===== src/rtl/ctrl_pkg.sv =====
// Shared encodings for the accumulator machine: FSM states, opcodes and
// accumulator source select codes (also used by the datapath bench).
package ctrl_pkg;

  typedef enum logic [3:0] {
    S_START  = 4'd0,
    S_FETCH  = 4'd1,
    S_DECODE = 4'd2,
    S_LOAD   = 4'd3,
    S_STORE  = 4'd4,
    S_ADD    = 4'd5,
    S_SUB    = 4'd6,
    S_INPUT  = 4'd7,
    S_JZ     = 4'd8,
    S_JPOS   = 4'd9,
    S_HALT   = 4'd10
  } state_t;

  localparam logic [2:0] OP_LOAD  = 3'b000;
  localparam logic [2:0] OP_STORE = 3'b001;
  localparam logic [2:0] OP_ADD   = 3'b010;
  localparam logic [2:0] OP_SUB   = 3'b011;
  localparam logic [2:0] OP_INPUT = 3'b100;
  localparam logic [2:0] OP_JZ    = 3'b101;
  localparam logic [2:0] OP_JPOS  = 3'b110;
  localparam logic [2:0] OP_HALT  = 3'b111;

  localparam logic [1:0] ASEL_ALU = 2'b00;
  localparam logic [1:0] ASEL_IN  = 2'b01;
  localparam logic [1:0] ASEL_RAM = 2'b10;

  // Execute states are laid out in opcode order starting at LOAD.
  function automatic state_t exec_state(input logic [2:0] op);
    return state_t'({1'b0, op} + 4'd3);
  endfunction

endpackage


===== src/rtl/edge_sync.sv =====
// Synchronizes an asynchronous level and emits a one-cycle pulse per rising edge.
module edge_sync #(
  parameter int SYNC_STAGES = 2
) (
  input  logic clock,
  input  logic reset,
  input  logic d,
  output logic pulse
);

  logic [SYNC_STAGES-1:0] sync_q;
  logic                   prev_q;

  always_ff @(posedge clock or negedge reset) begin
    if (!reset) begin
      sync_q <= '0;
      prev_q <= 1'b0;
    end else begin
      sync_q <= {sync_q[SYNC_STAGES-2:0], d};
      prev_q <= sync_q[SYNC_STAGES-1];
    end
  end

  assign pulse = sync_q[SYNC_STAGES-1] & ~prev_q;

endmodule


===== src/rtl/control_unit.sv =====
// Moore control FSM for the accumulator datapath, with a synchronized enter
// button and a completed-instruction counter.
module control_unit
  import ctrl_pkg::*;
#(
  parameter int SYNC_STAGES = 2
) (
  input  logic       clock,
  input  logic       reset,
  input  logic [2:0] IR75,
  input  logic       Aeq0,
  input  logic       Apos,
  input  logic       enter,
  output logic       IRload,
  output logic       JMPmux,
  output logic       PCload,
  output logic       Meminst,
  output logic       MemWr,
  output logic       Aload,
  output logic       Sub,
  output logic [1:0] Asel,
  output logic       halt,
  output logic [3:0] state_dbg,
  output logic [7:0] instr_count
);

  state_t state, next;
  logic   enter_pulse;
  logic   run_n;

  edge_sync #(.SYNC_STAGES(SYNC_STAGES)) u_enter (
    .clock (clock),
    .reset (reset),
    .d     (enter),
    .pulse (enter_pulse)
  );

  // Reset asserts immediately but releases on a clock edge, so the FSM
  // leaves START one edge later and the first FETCH lands on the second edge.
  always_ff @(posedge clock or negedge reset) begin
    if (!reset) run_n <= 1'b0;
    else        run_n <= 1'b1;
  end

  always_ff @(posedge clock or negedge run_n) begin
    if (!run_n) state <= S_START;
    else        state <= next;
  end

  always_ff @(posedge clock or negedge run_n) begin
    if (!run_n)                                    instr_count <= '0;
    else if (next == S_FETCH && state != S_START)  instr_count <= instr_count + 8'd1;
  end

  always_comb begin
    next = S_START;
    case (state)
      S_START:  next = S_FETCH;
      S_FETCH:  next = S_DECODE;
      S_DECODE: next = exec_state(IR75);
      S_LOAD, S_STORE, S_ADD, S_SUB, S_JZ, S_JPOS: next = S_FETCH;
      S_INPUT:  next = enter_pulse ? S_FETCH : S_INPUT;
      S_HALT:   next = S_HALT;
      default:  next = S_START;
    endcase
  end

  always_comb begin
    IRload  = 1'b0;
    JMPmux  = 1'b0;
    PCload  = 1'b0;
    Meminst = 1'b0;
    MemWr   = 1'b0;
    Aload   = 1'b0;
    Sub     = 1'b0;
    Asel    = ASEL_ALU;
    halt    = 1'b0;
    case (state)
      S_FETCH:  begin IRload = 1'b1; PCload = 1'b1; end
      S_DECODE: Meminst = 1'b1;
      S_LOAD:   begin Meminst = 1'b1; Asel = ASEL_RAM; Aload = 1'b1; end
      S_STORE:  begin Meminst = 1'b1; MemWr = 1'b1; end
      S_ADD:    begin Meminst = 1'b1; Aload = 1'b1; end
      S_SUB:    begin Meminst = 1'b1; Aload = 1'b1; Sub = 1'b1; end
      S_INPUT:  begin Asel = ASEL_IN; Aload = enter_pulse; end
      S_JZ:     begin JMPmux = 1'b1; PCload = Aeq0; end
      S_JPOS:   begin JMPmux = 1'b1; PCload = Apos; end
      S_HALT:   halt = 1'b1;
      default:  ;
    endcase
  end

  assign state_dbg = state;

endmodule


===== config.mk =====
export PLATFORM = sky130hd
export DESIGN_NAME = control_unit
export DESIGN_NICKNAME = d
export VERILOG_FILES = /design/src/rtl/ctrl_pkg.sv /design/src/rtl/edge_sync.sv /design/src/rtl/control_unit.sv
export SDC_FILE = /design/constraint.sdc
export NUM_CORES = 1
export LEC_CHECK = 0
export BUFFER_PORTS_ARGS = -buffer_cell sky130_fd_sc_hd__buf_2
export CAP_MARGIN = 20
export CORE_MARGIN = 1
export CORE_UTILIZATION = 53
export DETAILED_ROUTE_END_ITERATION = 6
export GPL_TIMING_DRIVEN = 1
export PLACE_DENSITY = 0.82
export SLEW_MARGIN = 0
export SYNTH_ARGS = -nofsm -noshare
export SYNTH_HDL_FRONTEND = slang
export SYNTH_SLANG_ARGS = --single-unit

===== constraint.sdc =====
create_clock -name clock -period 3 [get_ports clock]
set_input_delay 0.3 -clock clock [delete_from_list [all_inputs] [get_ports clock]]
set_output_delay 0.3 -clock clock [all_outputs]
set_load 0.05 [all_outputs]

### After elaboration in Yosys (flattened, before gate mapping)

Cells that the tools add are included.

* $add $sub $neg: 2
* eq/ne operators: 11
* mux-type cells: 11
* bitwise gates (word level): 2
* reduce and logical (&&, ||, !) cells: 7

Operators by type and width (number)
* $pmux 4 s5: 1
* $eq 4x3->1 const B: 4
* $eq 4x4->1 const B: 3
* $add 8x1->8 const B: 1
* $eq 4x1->1 const B: 2
* $eq 4x2->1 const B: 2
* $reduce_or 7->1: 1
* $mux 1: 6
* $reduce_or 5->1: 1
* $add 3x2->4 const B: 1
* $logic_not 4->1: 1
* $pmux 2 s2: 1
* $reduce_bool 4->1: 1
* $mux 3: 1
* $pmux 1 s3: 1
* $reduce_or 3->1: 1
* $pmux 1 s2: 1
* $reduce_or 2->1: 1
* $and 1x1->1: 1
* $logic_and 1x1->1: 1
* $not 1->1: 1

* bits in registers: 16
* input port bits: 8
* output and inout port bits: 22
* word-level logic and storage cells: 38

### Depth between registers and ports, before layout

Gate-level depths: netlist of run 1.

* depth in word-level cells: 6
* depth in mapped cells: 7

### Cells and area by module

From an unflattened synthesis of run 1, not the netlist that was laid out.

* cells, all modules: 89
* area, all modules: 908.4 µm²

Modules (own cells, without submodules)
* control_unit: instances 1, cells each 85, area each 819.5 µm², seq. area each 325.3 µm²
* edge_sync: instances 1, cells each 4, area each 88.8 µm², seq. area each 75.1 µm²

### Worst setup path after synthesis of run 1

OpenSTA, ideal clock, no wires.

* kind: register to output
* from: reg state[0], in the netlist state_dbg[0]
* to: out Aload
* arrival: 2299 ps
* data required time: 2700 ps
* slack: 401 ps
* stages on the path, launching flop included: 6
* path through: dfrtp_1 > clkbuf_1 > nand2_1 > nor2_1 > a21oi_1 > nor3_1

* cells in the longest elaborated chain, start to end: 3
* elaborated cells on any way between the ends: 6
* classes of those cells: 4 x eq/ne; 1 x mux; 1 x reduce/logical

Ends and longest elaborated chain
* from (decl): line control_unit.sv:27 `state_t state, next;`
* from (signal assigned): line control_unit.sv:47 `else state <= next;`
* $eq 4x2->1 / $eq 4x3->1 (equally long branches): line control_unit.sv:78 `case (state)`
* $reduce_or 3->1 (no line)
* $pmux 1 s2 (*): line control_unit.sv:78
* to (decl): line control_unit.sv:19 `output logic Aload,`

Mark *: on every way between the ends. The rest lies on a longest branch, timed or not.

### Worst setup path after layout of run 1

* from: reg state[3], in the netlist state_dbg[3]
* to: reg instr_count[1]

* cells in the longest elaborated chain, start to end: 5
* elaborated cells on any way between the ends: 16
* classes of those cells: 11 x eq/ne; 1 x mux; 4 x reduce/logical

Ends and longest elaborated chain
* $eq 4x2->1 (tied with other cells): line control_unit.sv:57 `case (state)`
* $reduce_or 7->1 (no line)
* $pmux 4 s5: line control_unit.sv:57
* $eq 4x1->1: line control_unit.sv:52 `else if (next == S_FETCH && state != S_START) instr_count <= instr_count + 8'd1;`
* $logic_and 1x1->1 (*): line control_unit.sv:52
* to (signal assigned): line control_unit.sv:52
* to (decl): line control_unit.sv:24 `output logic [7:0] instr_count`

Marked as above.
A chain may end at the register's enable or synchronous reset.

==> results.md, run 1 <==
- Largest net degree at the start of global routing: 17
- Vias in the first global route: 691
- Clock Root Buffer: clkbuf_4
- Post-synth EDFFs: 0
- Commonest non-fill, non-tap cell in the layout: buf_2
- Avg Cell Area, Syn: 10.4 um2
- Antenna Diode Count: 0
- CP Capture Type: register
- Area Overhead vs Synth: 20.2%
- Die height: approximately 45 um
- Period utilization: 0.682
- Initial cell density of the core: 0.567
- Ys flop type: dfrtp_1
- Mapped Nets: about 100
- GRT Total Usage: 0.219
- Largest area contributor in the netlist: dfrtp_1
- Vias per std cell: 5.38
- Clock Latency Late Sink: 0.29 ns
- Max_cap viols: 0
- Tmin final: 2.05 ns
- Routed Antenna Nets: 0
- Register area share after synthesis: 0.409
- Worst R2R Start: state_dbg[3]
- Cell area after synthesis: 978 um2
- RSZ-0062 raised after global routing: false
- Mapped Cells: between 90 and 100
- Fin area: 1180 um2
- Iter 0 DRT Violations: 11
- Yosys Warn Count: 0
- HP Start: enter
- Min-Delay Path Class: input pin to register
- Total I/O pin count: 30
- Max Fclk: roughly 490 MHz
- First-pass GRT wire length: 3050 um
- Gr ovfl total: 0
- Final TNS setup: 0 ns
- DRT Pass-1 Iters: 4
- Crit Path Class: register to register
- Largest cells by area after synthesis: dfrtp_1 41%, xor2_1 6.3%, nor4_4 4.3%
- Die X: ~45 um
- Startpoint Class: register
- Status: complete, no violations
- Unique cell type count in the Yosys netlist: 38
- FP Rows: 15
- Max Buffers Root-to-Sink: 2
- Core area: 1730 um2
- Smallest hold slack: 0.123 ns
- Wire per inst: 12.8 um
- CTS tree: built
- Clk_skew: just over 0.006 ns
- Slew Limit Fails: 0
- Hold Violations, Final: 0
- Post-CTS Resized: 0
- Final RePlAce weighted congestion: between 0.8 and 0.9
- CTS Buf Count: 3
- Area post-placement: 1130 um2
- Top-area cell type share of the netlist area: 0.409
- Nets: around 140
- CP max FO: 13
- Initial antenna violation count: 0
- I/O Buffers: 29
- DIE AREA: 2020 um2
- Post-DP HPWL: 1450 um
- Fill count: 150
- Setup violations, final: 0
- Ys async rst share: 1.00
- Clock H-tree levels: 1
- Yosys reg bits: 16
- Reg clk slew, reported paths: 0.09 ns
- Worst path arrival time: 2.23 ns
- DRC Markers: 0
- Share of cells above drive strength 1: 0.387
- Routed WL: 1910 um
- Required @ worst endpoint: 3.18 ns
- Critical Path Start: state_dbg[3]
- Most frequent cells in the layout: 29 x buf_2, 16 x dfrtp_1, 8 x nor3_1, 7 x xor2_1
- CTS sink cnt: 16
- Vias post-DR: 801
## cell type report
type	instances	area (um2)	share of cell area
tap	25	31.3	0.0266
multi-input combinational	68	531	0.451
sequential	16	400	0.340
clock buffer	4	36.3	0.0309
inverter	6	22.5	0.0191
timing repair buffer	30	155	0.132
## cell families after synthesis
family,share of synthesized area
adder cells (fa/ha/maj),0.0256
other,0.00383
flip-flops,0.409
multiplexers,0.0153
AO/OA/AOI/OAI,0.107
XOR/XNOR,0.0716
AND/OR/NAND/NOR,0.318
buffers and inverters,0.0486
## final timing paths
check,end,slack [ns],depth (start not counted)
hold / removal,u_enter.sync_q[0],0.12,1
setup reg to reg,instr_count[1],0.95,5
setup / recovery,instr_count[1],0.95,5
min in group asynchronous,instr_count[1],0.20,0
hold reg to reg,instr_count[1],0.20,0
max in group asynchronous,state_dbg[1],2.47,0
## flip-flops by register name, indices dropped and copies added, names as in the netlist
name,count
run_n,1
instr_count,8
state_dbg,4
u_enter.sync_q,2
u_enter.prev_q,1
## metrics by stage
stage | util | instances | setup slack, ns
floorplan | - | 94 | 0.401
global placement | 0.654 | 144 | 0.980
detailed placement | 0.654 | 144 | 0.884
CTS | 0.681 | 149 | 0.952
global route | 0.681 | 149 | 0.877
finish | 0.681 | 149 | 0.954
## layer usage
layer  routed length, um  global-route usage  vias to the layer above
li1                    -                   -                      397
met1                 766               0.279                      369
met2                 992               0.351                       30
met3                 123              0.0720                        5
met4                  27              0.0727                        0
met5                   0                   0                        -
## worst max-delay path, stage by stage, from the launching register on
cell      delay [ns]
dfrtp_1         0.54
or4b_4          0.61
a211oi_2        0.20
a221o_4         0.23
nor2_2          0.07
mux2_4          0.29
## cell usage after synthesis (all sizes together), types with 2 or more instances
master  instances
a21oi           5
nand4           3
o21ai           3
buf             3
nor3           10
inv             6
nor2            7
nor4            3
nand2           4
xor2            7
ha              2
dfrtp          16
nand3           5
## timing repair
item | 4_1_cts | 5_1_grt
endpoints found under the hold margin | 4 | 0
endpoints found under the setup margin | 0 | 0
hold buffers | 1 | 0
setup buffers | 0 | 0
Power of run 1 is not shown: default switching activity piles up to over one toggle a cycle in this logic, so the estimate is an artifact.
==> inputs of run 2 (changes only) <==
--- a/config.mk
+++ b/config.mk
@@ -5,13 +5,14 @@
 export SDC_FILE = /design/constraint.sdc
 export NUM_CORES = 1
 export LEC_CHECK = 0
+export ABC_AREA = 1
 export BUFFER_PORTS_ARGS = -buffer_cell sky130_fd_sc_hd__buf_2
 export CAP_MARGIN = 20
 export CORE_MARGIN = 1
-export CORE_UTILIZATION = 53
+export CORE_UTILIZATION = 46
 export DETAILED_ROUTE_END_ITERATION = 6
 export GPL_TIMING_DRIVEN = 1
-export PLACE_DENSITY = 0.82
+export PLACE_DENSITY = 0.75
 export SLEW_MARGIN = 0
 export SYNTH_ARGS = -nofsm -noshare
 export SYNTH_HDL_FRONTEND = slang
==> constraint.sdc (replaced) <==
create_clock -name clock -period 1.79 [get_ports clock]
set_input_delay 0.179 -clock clock [delete_from_list [all_inputs] [get_ports clock]]
set_output_delay 0.179 -clock clock [all_outputs]
set_load 0.05 [all_outputs]
==> run 2 against run 1 <==
Worst setup slack worse by 0.90 ns. Count of clock-buffer cells in the layout stayed put. Sequential share of layout area is 5.7 points lower. Critical path type is now register to output pin.
==> results.md, run 2 <==
- Status: complete, no violations (unchanged)
- Share of cells above drive strength 1: 0.432 (was 0.387)
- CTS Buf Count: 3 (unchanged)
- Vias in the first global route: 936 (was 691)
- P per Cell Area: 1970 nW/um2
- Fill count: 172 (was 150)
- DRC Markers: 0 (unchanged)
- Largest area contributor in the netlist: dfrtp_1 (unchanged)
- Internal reg-to-reg setup slack: 0.18 ns (was 0.95 ns)
- Die height: 49.7 um (was 45.0 um)
- Tmin final: 1.74 ns
- CTS sink cnt: 16 (unchanged)
- Antenna Diode Count: 0 (unchanged)
- Largest cells by area after synthesis: dfrtp_1 38%, nand2_1 13%, nand3_1 9.6% (was dfrtp_1 41%, xor2_1 6.3%, nor4_4 4.3%)
- Slew Limit Fails: 0 (unchanged)
- CP cell instances: nor2_4, inv_4, buf_4, o31ai_4, buf_6 (was or4b_4, a211oi_2, a221o_4, nor2_2, mux2_4)
- Post-DP HPWL: 1780 um (was 1450 um)
- Core area: 2040 um2 (was 1730 um2)
- Clk_skew: 0.00829 ns (was 0.00606 ns)
- I/O Buffers: 29 (unchanged)
- Startpoint Class: register (unchanged)
- Final RePlAce weighted congestion: 0.837 (was 0.815)
- Max_cap viols: 0 (unchanged)
- Total I/O pin count: 30 (unchanged)
- Cell area after synthesis: 1050 um2 (was 978 um2)
- Largest Register: instr_count (unchanged)
- Worst R2R Start: state_dbg[0] (was state_dbg[3])
- Unique cell type count in the Yosys netlist: 25 (was 38)
- CP Capture Type: output pin (was register)
- GRT Total Usage: 0.211 (was 0.219)
- Most common library cells after synthesis: 35 x nand2_1, 20 x nand3_1, 16 x dfrtp_1 (was 16 x dfrtp_1, 8 x nor3_1, 7 x xor2_1)
- Reg clk slew, reported paths: 0.10 ns (was 0.09 ns)
- Cell family with most CP delay: flip-flops (was simple AND/OR/NAND/NOR gates)
- First-pass GRT wire length: 4050 um (was 3050 um)
- CTS tree: built (unchanged)
- Worst path arrival time: 1.56 ns (was 2.23 ns)
- Worst R2R End: instr_count[5] (was instr_count[1])
- Routed Antenna Nets: 0 (unchanged)
- Seq. cell area: 404 um2 (was 400 um2)
- Wire per inst: 11.7 um (was 12.8 um)
- Area Overhead vs Synth: 36.0% (was 20.2%)
- Clock Latency Late Sink: 0.28 ns (was 0.29 ns)
- Max reg flops: 8 (unchanged)
- Vias per std cell: 4.99 (was 5.38)
- Initial antenna violation count: 0 (unchanged)
- Initial cell density of the core: 0.513 (was 0.567)
- Worst reg2reg path depth: 8 (was 5)
- Mapped Nets: 145 (was 104)
- Period utilization: 0.970
- Max VDD drop: 1.14 mV
- Iter 0 DRT Violations: 14 (was 11)
- Post-synth EDFFs: 0 (unchanged)
- Min-Delay Path Class: register to async pin (was input pin to register)
- WP buf/inv: 3 (was 0)
- CP max FO: 6 (was 13)
- Most frequent cells in the layout: 34 x nand2_1, 26 x buf_2, 20 x nand3_1, 13 x inv_1, 13 x dfrtp_1 (was 29 x buf_2, 16 x dfrtp_1, 8 x nor3_1, 7 x xor2_1)
- FP Rows: 16 (was 15)
- Inst Count DP: 190 (was 144)
- Clock Root Buffer: clkbuf_4 (unchanged)
- Avg Cell Area, Syn: 7.76 um2 (was 10.4 um2)
- Hold Violations, Final: 0 (unchanged)
- Largest net degree at the start of global routing: 13 (was 17)
- Vias post-DR: 1012 (was 801)
- Ys flop type: dfrtp_1 (unchanged)
- Setup violations, final: 0 (unchanged)
- Yosys reg bits: 16 (unchanged)
- Smallest hold slack: 0.195 ns (was 0.123 ns)
- Clock H-tree levels: 1 (unchanged)
- Routed WL: 2370 um (was 1910 um)
- DIE AREA: 2470 um2 (was 2020 um2)
- Gr ovfl total: 0 (unchanged)
- Nets: 187 (was 135)
- Mapped Cells: 135 (was 94)
- Register area share after synthesis: 0.382 (was 0.409)
- Crit Path Class: register to output pin (was register to register)
- Final TNS setup: 0 ns (unchanged)
- Max Buffers Root-to-Sink: 2 (unchanged)
- Max Fclk: 576 MHz
- Commonest non-fill, non-tap cell in the layout: nand2_1 (was buf_2)
- Worst path max stage delay: 0.47 ns (was 0.61 ns)
- Critical path's slowest cell: dfrtp_2 (was or4b_4)
- Required @ worst endpoint: 1.61 ns (was 3.18 ns)
- Top-area cell type share of the netlist area: 0.382 (was 0.409)
- Leakage power: 0.781 nW
- Yosys Warn Count: 0 (unchanged)
- DRT Pass-1 Iters: 4 (unchanged)
- Die X: 49.7 um (was 45.0 um)
- Multi-input gate area: 643 um2 (was 531 um2)
- Ys async rst share: 1.00 (unchanged)
- Finished Layout Cells: 203 (was 149)
- Most common cell in the netlist: nand2_1 (was dfrtp_1)
## run 2: final cells by class
class,instances,share of cell area
well taps,27,0.0237
clock buffers,4,0.0255
inverters,20,0.0545
repair buffers,38,0.161
multi-input cells,98,0.452
flip-flops and latches,16,0.284
## run 2: how the worst max path moves through the flow
stage / from / to / slack, ns / cells after the start
floorplan: state_dbg[1] / Aload / -0.06 / 5
global placement: state_dbg[2] / Aload / 0.17 / 7
detailed placement: state_dbg[1] / Aload / 0.11 / 5
CTS: state_dbg[2] / Aload / 0.006 / 7
global route: state_dbg[2] / Aload / -0.004 / 7
finish: state_dbg[3] / Aload / 0.05 / 5
## run 2: timing repair
item                                    in CTS  in global routing
hold buffers                                 2                  0
pin swaps                                    0                  1
resized for setup                            6                  8
setup buffers                                1                  6
endpoints found under the setup margin       3                  4
cloned                                       0                  0
endpoints found under the hold margin        5                  0
## run 2: power breakdown
group	switching [mW]	total, mW	internal, mW
clock network	0.110	0.234	0.124
logic	1.38	1.97	0.590
registers	0.147	0.601	0.454
## run 2: cell families (layout without fill, tap and decap cells)
kind of cell | count (synthesis) | after routing | synth area share
AO/OA/AOI/OAI | 6 | 6 | 0.0430
XOR/XNOR | 5 | 5 | 0.0418
AND/OR/NAND/NOR | 84 | 84 | 0.427
adder cells (fa/ha/maj) | 2 | 2 | 0.0239
buffers and inverters | 21 | 62 | 0.0789
other | 1 | 1 | 0.00358
flip-flops | 16 | 16 | 0.382
## run 2: metal layers
metal  vias up  GRT usage  routed length [um]
li1        513          -                   -
met3         2     0.0370                 129
met5         -          0                   0
met2        32      0.385                1290
met4         0     0.0429                  14
met1       465      0.257                 929
## run 2: metrics by stage
step / total power [mW] / setup WS, ns / cell area [um2] / util
after detailed placement: 2.41 / 0.108 / 1270 / 0.624
after CTS: 2.69 / 0.00569 / 1360 / 0.664
final: 2.81 / 0.0538 / 1420 / 0.697
after floorplan: 2.07 / -0.0555 / 1100 / -
after global routing: 2.97 / -0.00389 / 1420 / 0.697
after global placement: 2.37 / 0.174 / 1270 / 0.624
No activity file was read; power rests on OpenSTA's default activity.
==> inputs of run 3 (changes only) <==
--- a/config.mk
+++ b/config.mk
@@ -9,10 +9,10 @@
 export BUFFER_PORTS_ARGS = -buffer_cell sky130_fd_sc_hd__buf_2
 export CAP_MARGIN = 20
 export CORE_MARGIN = 1
-export CORE_UTILIZATION = 46
+export CORE_UTILIZATION = 50
 export DETAILED_ROUTE_END_ITERATION = 6
 export GPL_TIMING_DRIVEN = 1
-export PLACE_DENSITY = 0.75
+export PLACE_DENSITY = 0.77
 export SLEW_MARGIN = 0
 export SYNTH_ARGS = -nofsm -noshare
 export SYNTH_HDL_FRONTEND = slang
==> constraint.sdc (replaced) <==
create_clock -name clock -period 1.6 [get_ports clock]
set_input_delay 0.16 -clock clock [delete_from_list [all_inputs] [get_ports clock]]
set_output_delay 0.16 -clock clock [all_outputs]
set_load 0.05 [all_outputs]
==> run 3 against run 2 <==
The flow now finishes with violations (negative setup slack). Non-clock buffer count increased by 4. Worst hold slack improved by 0.0056 ns. Total power increased by 22%. Register-to-register slack got worse by 0.21 ns. Utilization increased by 8.7 points. Sequential power increased by 16%. Die area decreased by 7.7%. Worst setup slack got worse by 0.14 ns. Design area increased by 8.1%. Largest cell class unchanged.
==> results.md, run 3 (synthesis gave the netlist of run 2 again) <==
- Status: finished with violations (was complete, no violations)
- Failing checks: negative setup slack
- Largest Register: instr_count (unchanged)
- Tmin final: around 1.7 ns
- CTS Buf Count: 3 (unchanged)
- Most frequent cells in the layout: 31 x nand2_1, 22 x buf_2, 18 x nand3_1 (was 34 x nand2_1, 26 x buf_2, 20 x nand3_1, 13 x inv_1, 13 x dfrtp_1)
- Initial antenna violation count: 0 (unchanged)
- GRT Total Usage: 0.239 (was 0.211)
- CTS tree: built (unchanged)
- CP Capture Type: output pin (unchanged)
- Period utilization: 1.05
- Min-Delay Path Class: register to async pin (unchanged)
- Vias post-DR: 1052 (was 1012)
- Final RePlAce weighted congestion: 0.793 (was 0.837)
- Uppermost routed layer: met4 (unchanged)
- Power Total: 3.41 mW (was 2.81 mW)
- Total I/O pin count: 30 (unchanged)
- M1 wire length: 1050 um (was 929 um)
- Vias in the first global route: 936 (unchanged)
- Area Overhead vs Synth: 47.0% (was 36.0%)
- Max reg flops: 8 (unchanged)
- Max Fclk: 594 MHz
- Routed WL: 2640 um (was 2370 um)
- Largest net degree at the start of global routing: 13 (unchanged)
- Clock Latency Late Sink: 0.28 ns (about the same)
- Crit Path Class: register to output pin (unchanged)
- Startpoint Class: register (unchanged)
- DRC Markers: 0 (unchanged)
- Routed Antenna Nets: 0 (unchanged)
- DR WL met3: 109 um (was 129 um)
- Wire per inst: 12.8 um (was 11.7 um)
- I/O Buffers: 29 (unchanged)
- Core area: 1960 um2 (was 2040 um2)
- First-pass GRT wire length: 3720 um (was 4050 um)
- Setup violations, final: 11 (was 0)
- Clock H-tree levels: 1 (unchanged)
- Clock Root Buffer: clkbuf_4 (unchanged)
- RSZ-0062 raised after global routing: true
- Vias per std cell: 5.08 (was 4.99)
- P per Cell Area: 2220 nW/um2 (was 1970 nW/um2)
- Initial cell density of the core: 0.534 (was 0.513)
- Iter 0 DRT Violations: 16 (was 14)
- Reg clk slew, reported paths: 0.09 ns (was 0.10 ns)
- DIE AREA: 2280 um2 (was 2470 um2)
- Hold Violations, Final: 0 (unchanged)
- CP max FO: 8 (was 6)
- Commonest non-fill, non-tap cell in the layout: nand2_1 (unchanged)
- Die height: 47.8 um (was 49.7 um)
- Required @ worst endpoint: 1.44 ns (was 1.61 ns)
- Worst path arrival time: 1.52 ns (was 1.56 ns)
- Post-DP HPWL: 1810 um (was 1780 um)
- Die X: 47.8 um (was 49.7 um)
- Antenna Diode Count: 0 (unchanged)
- Fill count: 137 (was 172)
- Area post-placement: 1290 um2 (was 1270 um2)
- Slew Limit Fails: 0 (unchanged)
- Max Buffers Root-to-Sink: 2 (unchanged)
- Share of cells above drive strength 1: 0.500 (was 0.432)
- Nets: 191 (was 187)
- DRT Pass-1 Iters: 4 (unchanged)
- Final setup margin: -0.0844 ns (was 0.0538 ns)
- FP Rows: 16 (unchanged)
- Clk_skew: 0.00583 ns (was 0.00829 ns)
- Max_cap viols: 0 (unchanged)
- Fin area: 1540 um2 (was 1420 um2)
- Multi-input gate area: 689 um2 (was 643 um2)
- CTS sink cnt: 16 (unchanged)
- Leakage power: 0.811 nW (was 0.781 nW)
- Seq. cell area: 405 um2 (was 404 um2)
- Max VDD drop: 1.26 mV (was 1.14 mV)
- Gr ovfl total: 0 (unchanged)
- Met2 wire length: 1450 um (was 1290 um)
-- run 3: cell types whose count changed in the layout (fill, tap and decap cells not counted), sizes merged --
cell	change
buf	+5
clkbuf	-1
clkinv	+1
inv	-1
-- run 3: cell type report --
type,count,share of cell area
clock buffers,4,0.0236
inverters,20,0.0537
multi-input cells,98,0.448
flip-flops and latches,16,0.263
well taps,27,0.0220
repair buffers,42,0.189
-- run 3: what timing repair did --
action                                 4_1_cts  5_1_grt
setup endpoints to repair                    4       16
hold buffers                                 2        0
setup buffers                                7        4
endpoints found under the hold margin        5        0
resized for setup                           19       14
pin swaps                                    3        5
-- run 3: per-layer routing --
metal,GRT usage,vias to the layer above
met2,0.446,36
li1,-,516
met3,0.0340,4
met5,0,-
met4,0.122,0
met1,0.260,496
-- run 3: critical path: stages (launching register included) --
cell,delay (ns)
dfrtp_2,0.51
buf_4,0.19
nor2_2,0.16
nand3_1,0.12
nand3_1,0.11
buf_6,0.16
-- run 3: worst paths after layout --
kind | start | endpoint | slack (ns) | cells past startpoint
min in group clock | IR75[2] | state_dbg[3] | 0.27 | 3
hold reg to reg | run_n | instr_count[6] | 0.20 | 0
setup reg to reg | state_dbg[1] | instr_count[5] | -0.03 | 8
setup / recovery | state_dbg[1] | PCload | -0.08 | 5
hold / removal | run_n | instr_count[6] | 0.20 | 0
max in group asynchronous | run_n | state_dbg[1] | 1.03 | 0
-- run 3: through the flow --
step / cells / hold slack [ns] / utilization / TNS, ns / setup WS (ns)
2_1_floorplan: 135 / -0.136 / - / 0 / 0.000803
3_3_place_gp: 190 / -0.0375 / 0.660 / 0 / 0.0754
3_5_place_dp: 190 / -0.0340 / 0.660 / 0 / 0.0535
4_1_cts: 203 / 0.196 / 0.746 / -0.0421 / -0.0421
5_1_grt: 207 / 0.221 / 0.784 / -1.27 / -0.115
6_report: 207 / 0.201 / 0.784 / -0.341 / -0.0844
-- run 3: power by group --
| part | switching, mW | internal (mW) | leakage [nW] |
|---|---|---|---|
| combinational | 1.63 | 0.825 | 0.591 |
| clock | 0.120 | 0.138 | 0.0210 |
| sequential | 0.187 | 0.509 | 0.200 |
